## config.mk

```make
export PLATFORM = sky130hd
export DESIGN_NAME = serial_borrow_subtractor_flat
export DESIGN_NICKNAME = d
export VERILOG_FILES = /design/src/rtl/serial_borrow_subtractor_pkg.sv /design/src/rtl/serial_borrow_subtractor_if.sv /design/src/rtl/serial_borrow_subtractor_full_subtractor.sv /design/src/rtl/serial_borrow_subtractor.sv /design/src/flat_wrapper.sv
export SDC_FILE = /design/constraint.sdc
export NUM_CORES = 1
export LEC_CHECK = 0
export BUFFER_PORTS_ARGS = -buffer_cell sky130_fd_sc_hd__buf_2
export CORE_MARGIN = 2
export CORE_UTILIZATION = 25
export DETAILED_ROUTE_END_ITERATION = 10
export SLEW_MARGIN = 30
export SYNTH_ARGS = -nofsm -noshare
export SYNTH_HDL_FRONTEND = slang
export SYNTH_HIERARCHICAL = 1
export SYNTH_SLANG_ARGS = --single-unit
```

## constraint.sdc

```tcl
create_clock -name clk -period 1.5 [get_ports clk]
set_input_delay 0.15 -clock clk [delete_from_list [all_inputs] [get_ports clk]]
set_output_delay 0.15 -clock clk [all_outputs]
set_load 0.01 [all_outputs]
```

## src/rtl/serial_borrow_subtractor_pkg.sv

```systemverilog
// sub_pkg: shared FSM state encoding for the bit-serial subtractor.
package sub_pkg;
    localparam logic [1:0] ST_IDLE  = 2'd0;
    localparam logic [1:0] ST_SHIFT = 2'd1;
    localparam logic [1:0] ST_DONE  = 2'd2;
endpackage

```

## src/rtl/serial_borrow_subtractor_if.sv

```systemverilog
// serial_borrow_subtractor_if: start/busy/done handshake plus operands and results.
interface serial_borrow_subtractor_if #(parameter int WIDTH = 4);
    logic             start;
    logic [WIDTH-1:0] A;
    logic [WIDTH-1:0] B;
    logic             Bin;
    logic             busy;
    logic             done;
    logic [WIDTH-1:0] Diff;
    logic [WIDTH-1:0] Borrow;
    logic             Bout;
    modport master (output start, A, B, Bin, input busy, done, Diff, Borrow, Bout);
    modport slave  (input start, A, B, Bin, output busy, done, Diff, Borrow, Bout);
endinterface

```

## src/rtl/serial_borrow_subtractor_full_subtractor.sv

```systemverilog
// full_subtractor: one-bit a - b - bin stage.
module full_subtractor (
    input  logic a,
    input  logic b,
    input  logic bin,
    output logic d,
    output logic bout
);
    assign d    = a ^ b ^ bin;
    assign bout = (~a & b) | (~(a ^ b) & bin);
endmodule

```

## src/rtl/serial_borrow_subtractor.sv

```systemverilog
// serial_borrow_subtractor: LSB-first bit-serial A - B - Bin, one bit per clock.
module serial_borrow_subtractor
    import sub_pkg::*;
#(
    parameter int WIDTH = 4
) (
    input logic clk,
    input logic rst_n,
    serial_borrow_subtractor_if.slave bus
);
    localparam int CW = $clog2(WIDTH);
    logic [1:0]       state;
    logic [CW-1:0]    cnt;
    logic [WIDTH-1:0] a_sh, b_sh, res, bv, diff_q, borrow_q;
    logic             bw, bout_q, d, bw_n, launch, last;
    assign launch = bus.start && state != ST_SHIFT;
    assign last   = state == ST_SHIFT && cnt == CW'(WIDTH - 1);
    full_subtractor u_fs (
        .a   (a_sh[0]),
        .b   (b_sh[0]),
        .bin (bw),
        .d   (d),
        .bout(bw_n)
    );
    always_ff @(posedge clk or negedge rst_n) begin
        if (!rst_n) begin
            state    <= ST_IDLE;
            cnt      <= '0;
            a_sh     <= '0;
            b_sh     <= '0;
            bw       <= 1'b0;
            res      <= '0;
            bv       <= '0;
            diff_q   <= '0;
            borrow_q <= '0;
            bout_q   <= 1'b0;
        end else if (launch) begin
            state <= ST_SHIFT;
            cnt   <= '0;
            a_sh  <= bus.A;
            b_sh  <= bus.B;
            bw    <= bus.Bin;
        end else if (state == ST_SHIFT) begin
            a_sh <= a_sh >> 1;
            b_sh <= b_sh >> 1;
            bw   <= bw_n;
            res  <= {d, res[WIDTH-1:1]};
            bv   <= {bw_n, bv[WIDTH-1:1]};
            cnt  <= last ? cnt : cnt + 1'b1;
            // Results publish only on the final bit so outputs never show partial values
            if (last) begin
                state    <= ST_DONE;
                diff_q   <= {d, res[WIDTH-1:1]};
                borrow_q <= {bw_n, bv[WIDTH-1:1]};
                bout_q   <= bw_n;
            end
        end else if (state == ST_DONE) begin
            state <= ST_IDLE;
        end
    end
    assign bus.busy   = state == ST_SHIFT;
    assign bus.done   = state == ST_DONE;
    assign bus.Diff   = diff_q;
    assign bus.Borrow = borrow_q;
    assign bus.Bout   = bout_q;
endmodule

```

## src/flat_wrapper.sv

```systemverilog
// flat-port wrapper written by rule: the top's interface ports become plain ports
module serial_borrow_subtractor_flat import sub_pkg::*;
#(
    parameter int WIDTH = 4
)
  (clk, rst_n, bus_start, bus_A, bus_B, bus_Bin, bus_busy, bus_done, bus_Diff, bus_Borrow, bus_Bout);
  serial_borrow_subtractor_if #(.WIDTH(WIDTH)) bus_i ();
  input logic clk;
  input logic rst_n;
  input wire logic [$bits(bus_i.start)-1:0] bus_start;
  input wire logic [$bits(bus_i.A)-1:0] bus_A;
  input wire logic [$bits(bus_i.B)-1:0] bus_B;
  input wire logic [$bits(bus_i.Bin)-1:0] bus_Bin;
  output wire logic [$bits(bus_i.busy)-1:0] bus_busy;
  output wire logic [$bits(bus_i.done)-1:0] bus_done;
  output wire logic [$bits(bus_i.Diff)-1:0] bus_Diff;
  output wire logic [$bits(bus_i.Borrow)-1:0] bus_Borrow;
  output wire logic [$bits(bus_i.Bout)-1:0] bus_Bout;
  assign bus_i.start = bus_start;
  assign bus_i.A = bus_A;
  assign bus_i.B = bus_B;
  assign bus_i.Bin = bus_Bin;
  assign bus_busy = bus_i.busy;
  assign bus_done = bus_i.done;
  assign bus_Diff = bus_i.Diff;
  assign bus_Borrow = bus_i.Borrow;
  assign bus_Bout = bus_i.Bout;
  serial_borrow_subtractor #(.WIDTH(WIDTH)) u_core (.clk(clk), .rst_n(rst_n), .bus(bus_i));
endmodule
```

-- After elaboration in Yosys (flattened, before gate mapping)
Cells that the tools add are included.
- input bits: 12
- output and inout bits: 11
- register bits: 30
- logic and storage cells: 46
- equality and inequality tests: 6
- bitwise gates (word level): 8
- reductions and logical operators: 8
- add/subtract/negate cells: 1
- multiplexer cells: 13
- operator list (cell ; number):
    $mux 4 ; 4
    $mux 2 ; 7
    $reduce_and 2->1 ; 3
    $eq 2x2->1 const B ; 2
    $ne 2x1->1 const B ; 2
    $ne 3x1->1 const B ; 1
    $not 1->1 ; 3
    $reduce_and 3->1 ; 1
    $reduce_bool 3->1 ; 1
    $add 2x1->2 const B ; 1
    $and 1x1->1 ; 2
    $eq 2x1->1 const B ; 1
    $logic_and 1x1->1 ; 2
    $mux 1 ; 2
    $reduce_bool 2->1 ; 1
    $xor 1x1->1 ; 2
    $or 1x1->1 ; 1

-- Longest topological paths before layout
Gate-level depths: netlist of run 1.
- depth after elaboration: 6
- gate-level depth with buffers: 6
- mapped depth without buffers: 5

-- Hierarchy
The synthesis of run 1 kept the hierarchy.
- by module, submodules not included (module ; seq. area each (sq um) ; cells each ; times used ; area each (sq um)):
    serial_borrow_subtractor ; 675.6 ; 90 ; 1 ; 1179.9
    full_subtractor ; 0.0 ; 4 ; 1 ; 31.3

-- Worst setup path after synthesis of run 1
Ideal clock, no wire load.
- path kind: reg-to-reg
- start point: register u_core.state[1]
- end point: register u_core.borrow_q[0], in the netlist u_core/bus.Borrow[0]
- library setup time: 0.125 ns
- data required time: 1.375 ns
- clock period less this slack: 1.352 ns
- data arrival time: 1.227 ns
- path buffers: 1
- setup slack: 0.148 ns
- stages on the path, launching flop included: 6
- path through: dfrtp_1 > inv_1 > ha_1 > buf_6 > nand2_4 > mux2_4
- elaborated cells on any way between the ends: 6
- those cells by class: eq/ne: 2; bitwise: 1; reduce/logical: 3
- RTL lines (element ; RTL line ; RTL):
    start: declaration ; serial_borrow_subtractor.sv:12 ; logic [1:0] state;
    start signal: assignment ; serial_borrow_subtractor.sv:27 ; state <= ST_IDLE;
    start signal: assignment ; serial_borrow_subtractor.sv:38 ; state <= ST_SHIFT;
    start signal: assignment ; serial_borrow_subtractor.sv:52 ; state <= ST_DONE;
    $eq 2x1->1 (*) ; - ;
    net bus_busy ; flat_wrapper.sv:14 ; output wire logic [$bits(bus_i.busy)-1:0] bus_busy;
    $logic_and 1x1->1 ; serial_borrow_subtractor.sv:17 ; assign last = state == ST_SHIFT && cnt == CW'(WIDTH - 1);
    $reduce_and 3->1 (no line) (*) ; - ;
    end signal: assignment ; serial_borrow_subtractor.sv:54 ; borrow_q <= {bw_n, bv[WIDTH-1:1]};
    end: declaration ; serial_borrow_subtractor.sv:14 ; logic [WIDTH-1:0] a_sh, b_sh, res, bv, diff_q, borrow_q;
Mark *: on every way through the listed nets, which the timed path passes. The rest lies on a longest branch.
A chain may end at the register's enable or synchronous reset.

-- Final worst setup path of run 1
- start point: register u_core.state[1]
- end point: output port bus_busy
- cells in the longest elaborated chain, start to end: 1
- RTL lines (element ; RTL line ; RTL):
    $eq 2x1->1 ; serial_borrow_subtractor.sv:61 ; assign bus.busy = state == ST_SHIFT;
    end: declaration ; flat_wrapper.sv:14 ;
Every way passes these cells.

==> results of run 1 <==
[Yosys cell counts]
| library cell | n |
|---|---|
| a21oi_1 | 1 |
| a22o_1 | 2 |
| a32o_1 | 1 |
| buf_2 | 1 |
| buf_4 | 2 |
| buf_6 | 1 |
| clkbuf_1 | 1 |
| dfrtp_1 | 27 |
| fa_1 | 1 |
| ha_1 | 3 |
| inv_1 | 8 |
| mux2_1 | 1 |
| mux2_2 | 5 |
| mux2_4 | 7 |
| mux2i_1 | 9 |
| nand2_1 | 8 |
| nand2_4 | 1 |
| nor2_1 | 3 |
| o21ai_0 | 10 |
| o22ai_1 | 1 |
| xnor2_1 | 1 |
[metrics by stage]
step           worst slack, ns   util  instances  hold WS [ns]  power (µW)
3_3_place_gp             0.158  0.292        167         0.171        2410
2_1_floorplan            0.148      -         94        -0.146        2160
6_report                0.0954  0.309        173         0.132        2920
4_1_cts               0.000902  0.305        172         0.130        2920
3_5_place_dp             0.100  0.292        167         0.188        2500
5_1_grt                0.00671  0.309        173         0.134        3190
[routing by layer]
| layer | track usage | part of all wire | vias to the layer above |
|---|---|---|---|
| met1 | 0.0922 | 0.43 | 366 |
| met4 | 0.0182 | 0.0062 | 0 |
| met3 | 0.0302 | 0.047 | 2 |
| met2 | 0.160 | 0.52 | 19 |
| li1 | - | - | 367 |
| met5 | 0 | 0 | - |
[where the power goes]
group          leakage (µW)  internal, µW  switching, µW  total (µW)
Sequential         0.000328          1070            208        1280
Combinational      0.000372           685            570        1250
Clock             0.0000228           189            197         387
[worst max-delay path by stage]
stage / from / to / slack, ns / depth (start not counted)
finish: u_core/state[1] / bus_busy / 0.1 / 4
detailed placement: u_core/state[1] / u_core/res[1] / 0.10 / 4
global placement: u_core/state[1] / u_core/res[3] / 0.16 / 4
CTS: u_core/state[1] / bus_busy / 0.0009 / 4
global route: u_core/state[1] / bus_busy / 0.007 / 4
floorplan: u_core/state[1] / u_core/bus.Borrow[0] / 0.15 / 5
[critical path, cell delays in order (launching register included)]
cell and delay, ns:
dfrtp_1 0.40, inv_1 0.11, ha_4 0.18, buf_8 0.15, buf_2 0.14
[state kept, by name (all words and copies together) (netlist names)]
signal,cells
u_core/a_sh,4
u_core/b_sh,4
u_core/bus.Borrow,4
u_core/bus.Diff,4
u_core/bv,3
u_core/res,3
u_core/cnt,2
u_core/state,2
u_core/bw,1
[layout make-up]
cell class	instances	area, µm²
timing repair buffer	26	150
clock buffer	4	45.0
multi-input combinational	54	483
inverter	8	30.0
fill	483	3240
sequential	27	676
tap	54	67.6
[layout by cell type, fill, tap and decap left out]
master	n
dlygate4sd3_1	1
mux2_4	7
dfrtp_1	27
ha_1	2
a21oi_1	1
inv_1	8
buf_4	2
clkbuf_1	1
o22ai_1	1
xnor2_1	1
a22o_1	2
fa_1	1
nand2_4	1
ha_4	1
mux2_2	5
nor2_1	3
clkbuf_8	3
mux2_1	1
buf_2	22
nand2_1	8
buf_8	1
o21ai_0	10
mux2i_1	9
a32o_1	1
[logic make-up after synthesis]
| group | count (synthesis) |
|---|---|
| AO/OA/AOI/OAI | 15 |
| multiplexers | 22 |
| buffers and inverters | 13 |
| AND/OR/NAND/NOR | 12 |
| adder cells (fa/ha/maj) | 4 |
| XOR/XNOR | 1 |
| flip-flops | 27 |
[timing repair]
action / 4_1_cts / 5_1_grt
endpoints found under the setup margin: 1 / 1
hold buffers: 1 / 0
resized for setup: 2 / 2
setup buffers: 0 / 1
endpoints found under the hold margin: 27 / 0
==> results.cfg, run 1 <==
[power_and_ir_drop]
cellLeakagePower_uw = 0.000723
powerDensity_nw_per_um2 = 2010
ir_drop_mv = 0.487

[sta]
fmax_mhz = 712
fin_crit_sh = 0.936
rsz0062_at_grt = no
final.min_clock_period_ns = 1.40
fin_skew_ns = 0.00180
slew_headroom = 0.618
tightest_slew_ns = 0.573
slew_viol_final = 0
fin_tns_setup_ns = 0
finalHoldViolCount = 0
setup_viol = 0

[yosys]
synth_top_area_frac = 0.558
ys_seq_elements = 27
synthXorXnorAreaFrac = 0.00723
synth_fa_ha_area_frac = 0.0475
ys_types = 21
syn-cell-area_um2 = 1210
muxShareOfSynthArea = 0.217
synth-compound-area-share = 0.0733
synth_top_family_by_area = multiplexers
synth-simple-area-share = 0.0434
yosysTopAreaCell = dfrtp_1
yosys_warnings = 6
ys_seq_area_frac = 0.558
syn_nets = 110
postSynthAreaPerCell_um2 = 12.9
synth_area_leaders = dfrtp_1, mux2_4, mux2i_1, mux2_2, o21ai_0
syn_inst = 94

[critical_path]
crit_type = reg -> out
timing.rr.start = u_core/cnt[0]
startpoint_type = register
required_ns = 1.35
arrival_ns = 1.25
endpoint_kind = primary output
reg2reg_slack_ns = 0.15
r2r_cells = 3
crit_fanout = 19
reg2reg_to = u_core/cnt[1]

[route]
vias = 754
drtAntennaViolNets = 0
drtPass1Iterations = 4
vias_per_cell = 4.36
wire_per_inst_um = 12.0
drt_iter0_markers = 29
drcViolationCount = 0
wl_mm = 2.08

[final_layout]
final_nets = 136
fin_area_um2 = 1450
drive_gt1_frac = 0.353
diodes = 0
area_growth_pct = 19.8

[global_routing]
grt_usage = 0.0857
overflow = 0
grt_pass1_wl_mm = 3.57
grt_max_degree = 28
grt_pass1_vias = 814
antenna_found_initial = 0

[floorplan]
fp-row-count = 25
start_util = 0.258
ioPinCount = 23
die_x_um = 73.6
dieArea_um2 = 5420
die_height_um = 73.6
placeableCoreArea_um2 = 4690

[worst_hold_path]
min_path_cells = 3
hold_path_end = u_core/b_sh[3]
hp-start = bus_B[3]
min_path_type = in -> reg

[place]
placed_cell_area_um2 = 1370
portBuffers = 22
place.detailed.hpwl_mm = 1.59
place_congestion = 0.686

[outcome]
status = completed

[clock_network]
cts_htree_levels = 1
clockBufferDepth = 2
cts_root_buf = clkbuf_8
cts_buffers = 3
clk_latency_ns = 0.26
cts_sinks = 27
cts_tree = yes
path_clk_slew_ns = 0.08

[flow_run]
maxCapViolCount = 0
No activity file was read; power rests on OpenSTA's default activity.
==> inputs of run 2 (changes only) <==
- PLACE_DENSITY_LB_ADDON: default -> 0.2
==> run 2 against run 1 <==
Final area unchanged. Clock-buffer cell count unchanged. Worst hold slack got worse by 0.0088 ns. Clock power rose by 4%. Routed wire length up 1.5%. Global-route usage grew 0.24 points. Die area unchanged. Highest routed layer unchanged. Flip-flop and latch count is the same.
==> results.cfg, run 2 (same netlist as run 1, synthesis figures left out) <==
[critical_path]
arrival_ns = 1.24
crit_fanout = 19
cp_top_family = flip-flops
cp_num_buf_inv = 3
crit_type = reg -> out
cpPeakStageDelay_ns = 0.41
endpoint_kind = primary output
startpoint_type = register
slowest_stage = dfrtp_1
critical_path.cell_chain = inv_2, ha_4, buf_8, buf_2
required_ns = 1.35

[route]
drtPass1Iterations = 4
wire_per_inst_um = 12.2
vias_per_cell = 4.42
wl_met2_mm = 1.01
wl_met3_um = 93
vias = 765
drtAntennaViolNets = 0
drt_iter0_markers = 24
drcViolationCount = 0
highest_layer = met4
wl_mm = 2.11
drt-met1-wl_mm = 1.00

[floorplan]
fp-row-count = 25
die_height_um = 73.6
die_x_um = 73.6
placeableCoreArea_um2 = 4690
dieArea_um2 = 5420
ioPinCount = 23
start_util = 0.258

[power_and_ir_drop]
p_switching_uw = 981
powerDensity_nw_per_um2 = 2020
cellLeakagePower_uw = 0.000723
seqPwrFrac = 0.434
clockPowerShare = 0.137
internal-power_uw = 1940
ir_drop_mv = 0.632
report.power.total_uw = 2930
combPwrFrac = 0.428
swShare = 0.335

[clock_network]
clk_latency_ns = 0.26
cts_root_buf = clkbuf_8
cts_htree_levels = 1
cts_buffers = 3
path_clk_slew_ns = 0.09
cts_setup_buffers = 0
clockBufferDepth = 2
cts_sinks = 27
cts_tree = yes

[sta]
final.min_clock_period_ns = 1.39
tightest_slew_ns = 0.616
fin_crit_sh = 0.926
slew_viol_final = 0
rsz0062_at_grt = no
slew_headroom = 0.590
fmax_mhz = 720
fin_tns_setup_ns = 0
finalHoldViolCount = 0
setup_viol = 0
post-route-worst-setup-slack_ns = 0.111
fin_skew_ns = 0.00154

[place]
place_ws_ns = 0.107
place_congestion = 0.685
portBuffers = 22
place.detailed.hpwl_mm = 1.53
dp.cells = 168

[final_layout]
diodes = 0
final_nets = 136
drive_gt1_frac = 0.361
fin_cells = 173
final_cell_mix = dfrtp_1, buf_2, o21ai_0
area_growth_pct = 19.8
layout_commonest_cell = dfrtp_1

[global_routing]
overflow = 0
grt_pass1_vias = 795
antenna_found_initial = 0
grt_usage = 0.0881
grt_pass1_wl_mm = 3.69
grt_max_degree = 28

[flow_run]
maxCapViolCount = 0

[worst_hold_path]
min_path_type = in -> reg

[outcome]
status = completed
## run 2: changes by cell type in the layout (fill, tap and decap cells not counted)
cell | before | now
inv_1 | 8 | 7
inv_2 | 0 | 1
## run 2: repair_timing
| item | CTS | global route |
|---|---|---|
| resized for setup | 2 | 3 |
| endpoints found under the hold margin | 27 | 0 |
| hold buffers | 1 | 0 |
| setup endpoints to repair | 1 | 1 |
## run 2: layout make-up
type | instances | area (µm²)
Clock buffer | 4 | 45.0
Inverter | 8 | 30.0
Multi-Input combinational cell | 54 | 483
Timing Repair Buffer | 26 | 150
Fill cell | 487 | 3240
Tap cell | 54 | 67.6
Sequential cell | 27 | 676
## run 2: power by group through the flow
stage,registers (µW),clock network [µW],logic [µW]
2_1_floorplan,1290,0,867
3_3_place_gp,1270,0,1190
3_5_place_dp,1280,0,1220
4_1_cts,1270,429,1250
5_1_grt,1330,452,1400
6_report,1270,402,1250
## run 2: worst register-to-register path: stages, from the launching register on
cell     delay [ns]
dfrtp_1        0.42
ha_1           0.30
nand2_4        0.19
mux2_4         0.32
## run 2: final timing paths
check / cells after the start / to / startpoint / slack (ns)
min: 3 / u_core/a_sh[3] / bus_A[3] / 0.12
min reg2reg: 2 / u_core/bus.Borrow[2] / u_core/bus.Borrow[2] / 0.48
max reg2reg: 3 / u_core/bus.Diff[3] / u_core/cnt[0] / 0.16
max in group asynchronous: 2 / u_core/bus.Diff[3] / rst_n / 0.67
max: 4 / bus_busy / u_core/state[1] / 0.11
min in group asynchronous: 2 / u_core/bus.Borrow[0] / rst_n / 0.43
## run 2: stage by stage
step	hold slack [ns]	util	cell area (µm²)
finish	0.123	0.309	1450
global route	0.137	0.309	1450
CTS	0.117	0.306	1440
detailed placement	0.206	0.293	1380
global placement	0.195	0.293	1380
floorplan	-0.146	-	1210
## run 2: per-layer routing
layer  vias to the layer above  GRT usage
li1                        366          -
met2                        22      0.151
met3                         2     0.0288
met5                         -          0
met4                         0     0.0162
met1                       375      0.109
==> inputs of run 3 (changes only) <==
- PLACE_DENSITY: default -> 0.45
- PLACE_DENSITY_LB_ADDON: 0.2 -> default
==> run 3 against run 2 <==
Flip-flop and latch count stayed put. First-iteration DRC count up 21%. Highest routed layer unchanged. Critical path depth stayed put. Cell count is the same. Die area stayed put. Sequential share of layout area increased by 0.57 points. Largest power group unchanged. Total power is 1.4% lower.
==> results.cfg, run 3 (same netlist as run 1, synthesis figures left out) <==
[critical_path]
required_ns = 1.35
crit_fanout = 8
endpoint_kind = primary output
cpPeakStageDelay_ns = 0.41
arrival_ns = 1.26
critical_path.cell_chain = inv_1, ha_2, buf_4, buf_2
crit_type = reg -> out
startpoint_type = register
slowest_stage = dfrtp_1

[final_layout]
drive_gt1_frac = 0.353
area_growth_pct = 18.4
final_cell_mix = dfrtp_1, buf_2, o21ai_0
layout_commonest_cell = dfrtp_1
diodes = 0
n_fill_cell = 508
fin_cells = 173
final_nets = 136

[clock_network]
cts_htree_levels = 1
cts_buffers = 3
cts_root_buf = clkbuf_8
cts_tree = yes
cts_sinks = 27
path_clk_slew_ns = 0.09
clk_latency_ns = 0.26
clockBufferDepth = 2
cts_setup_buffers = 0

[route]
wire_per_inst_um = 12.1
vias = 752
drcViolationCount = 0
vias_per_cell = 4.35
wl_mm = 2.10
drtPass1Iterations = 5
drt_iter0_markers = 29
drtAntennaViolNets = 0

[sta]
final.min_clock_period_ns = 1.41
setup_viol = 0
holdWs_ns = 0.132
post-route-worst-setup-slack_ns = 0.0909
fmax_mhz = 710
fin_skew_ns = 0.00240
slew_headroom = 0.595
fin_crit_sh = 0.939
tightest_slew_ns = 0.608
rsz0062_at_grt = no
slew_viol_final = 0
fin_tns_setup_ns = 0
finalHoldViolCount = 0

[place]
place.detailed.hpwl_mm = 1.54
dp.cells = 168
place_ws_ns = 0.159
place_congestion = 0.658
portBuffers = 22

[outcome]
status = completed

[global_routing]
overflow = 0
antenna_found_initial = 0
grt_pass1_vias = 781
grt_usage = 0.0916
grt_max_degree = 28
grt_pass1_wl_mm = 3.75

[power_and_ir_drop]
seqPwrFrac = 0.439
report.power.total_uw = 2880
combPwrFrac = 0.421
powerDensity_nw_per_um2 = 2010
swShare = 0.337
p_switching_uw = 973
ir_drop_mv = 0.680
clockPowerShare = 0.140
cellLeakagePower_uw = 0.000718
internal-power_uw = 1910

[floorplan]
placeableCoreArea_um2 = 4690
die_height_um = 73.6
fp-row-count = 25
dieArea_um2 = 5420
die_x_um = 73.6
ioPinCount = 23
start_util = 0.258

[worst_hold_path]
min_path_type = in -> reg

[flow_run]
maxCapViolCount = 0
## run 3: power groups by stage
| stage | combinational [µW] | sequential (µW) | clock, µW |
|---|---|---|---|
| floorplan | 867 | 1290 | 0 |
| global placement | 1190 | 1270 | 0 |
| detailed placement | 1230 | 1290 | 0 |
| CTS | 1240 | 1280 | 422 |
| global route | 1380 | 1330 | 462 |
| finish | 1210 | 1270 | 402 |
## run 3: final cells by class
| type | instances | area [µm²] | area share |
|---|---|---|---|
| Timing Repair Buffer | 26 | 143 | 0.0995 |
| Multi-Input combinational cell | 54 | 473 | 0.330 |
| Sequential cell | 27 | 676 | 0.471 |
| Inverter | 8 | 30.0 | 0.0209 |
| Clock buffer | 4 | 45.0 | 0.0314 |
| Tap cell | 54 | 67.6 | 0.0471 |
## run 3: path summary, 6_finish.rpt
check,from,slack [ns],endpoint,depth (start not counted)
min in group asynchronous,rst_n,0.42,u_core/bus.Borrow[2],2
worst max-delay path,u_core/state[1],0.09,bus_busy,4
worst min-delay path,bus_A[3],0.13,u_core/a_sh[3],3
worst min register to register,u_core/b_sh[1],0.50,u_core/b_sh[0],2
max in group asynchronous,rst_n,0.68,u_core/bus.Diff[2],2
worst max register to register,u_core/cnt[0],0.15,u_core/cnt[1],3
## run 3: stage by stage
stage	area [µm²]	utilization
final	1430	0.306
after global routing	1430	0.306
after CTS	1430	0.305
after detailed placement	1380	0.293
after global placement	1380	0.293
after floorplan	1210	-
## run 3: repair_timing
item	4_1_cts	5_1_grt
gates resized for setup	0	1
setup endpoints to repair	0	1
hold buffers	1	0
endpoints found under the hold margin	27	0
## run 3: per-layer routing
| layer | GRT usage | up-vias | wire length, µm |
|---|---|---|---|
| li1 | - | 365 | - |
| met1 | 0.116 | 363 | 987 |
| met2 | 0.148 | 22 | 986 |
| met3 | 0.0370 | 2 | 108 |
| met4 | 0.0182 | 0 | 16 |
| met5 | 0 | - | 0 |
## run 3: worst max-delay path, delay by kind of cell, from the launching register on
kind	cells	cell delay, ns
flip-flops	1	0.41
buffers and inverters	3	0.38
adder cells (fa/ha/maj)	1	0.21
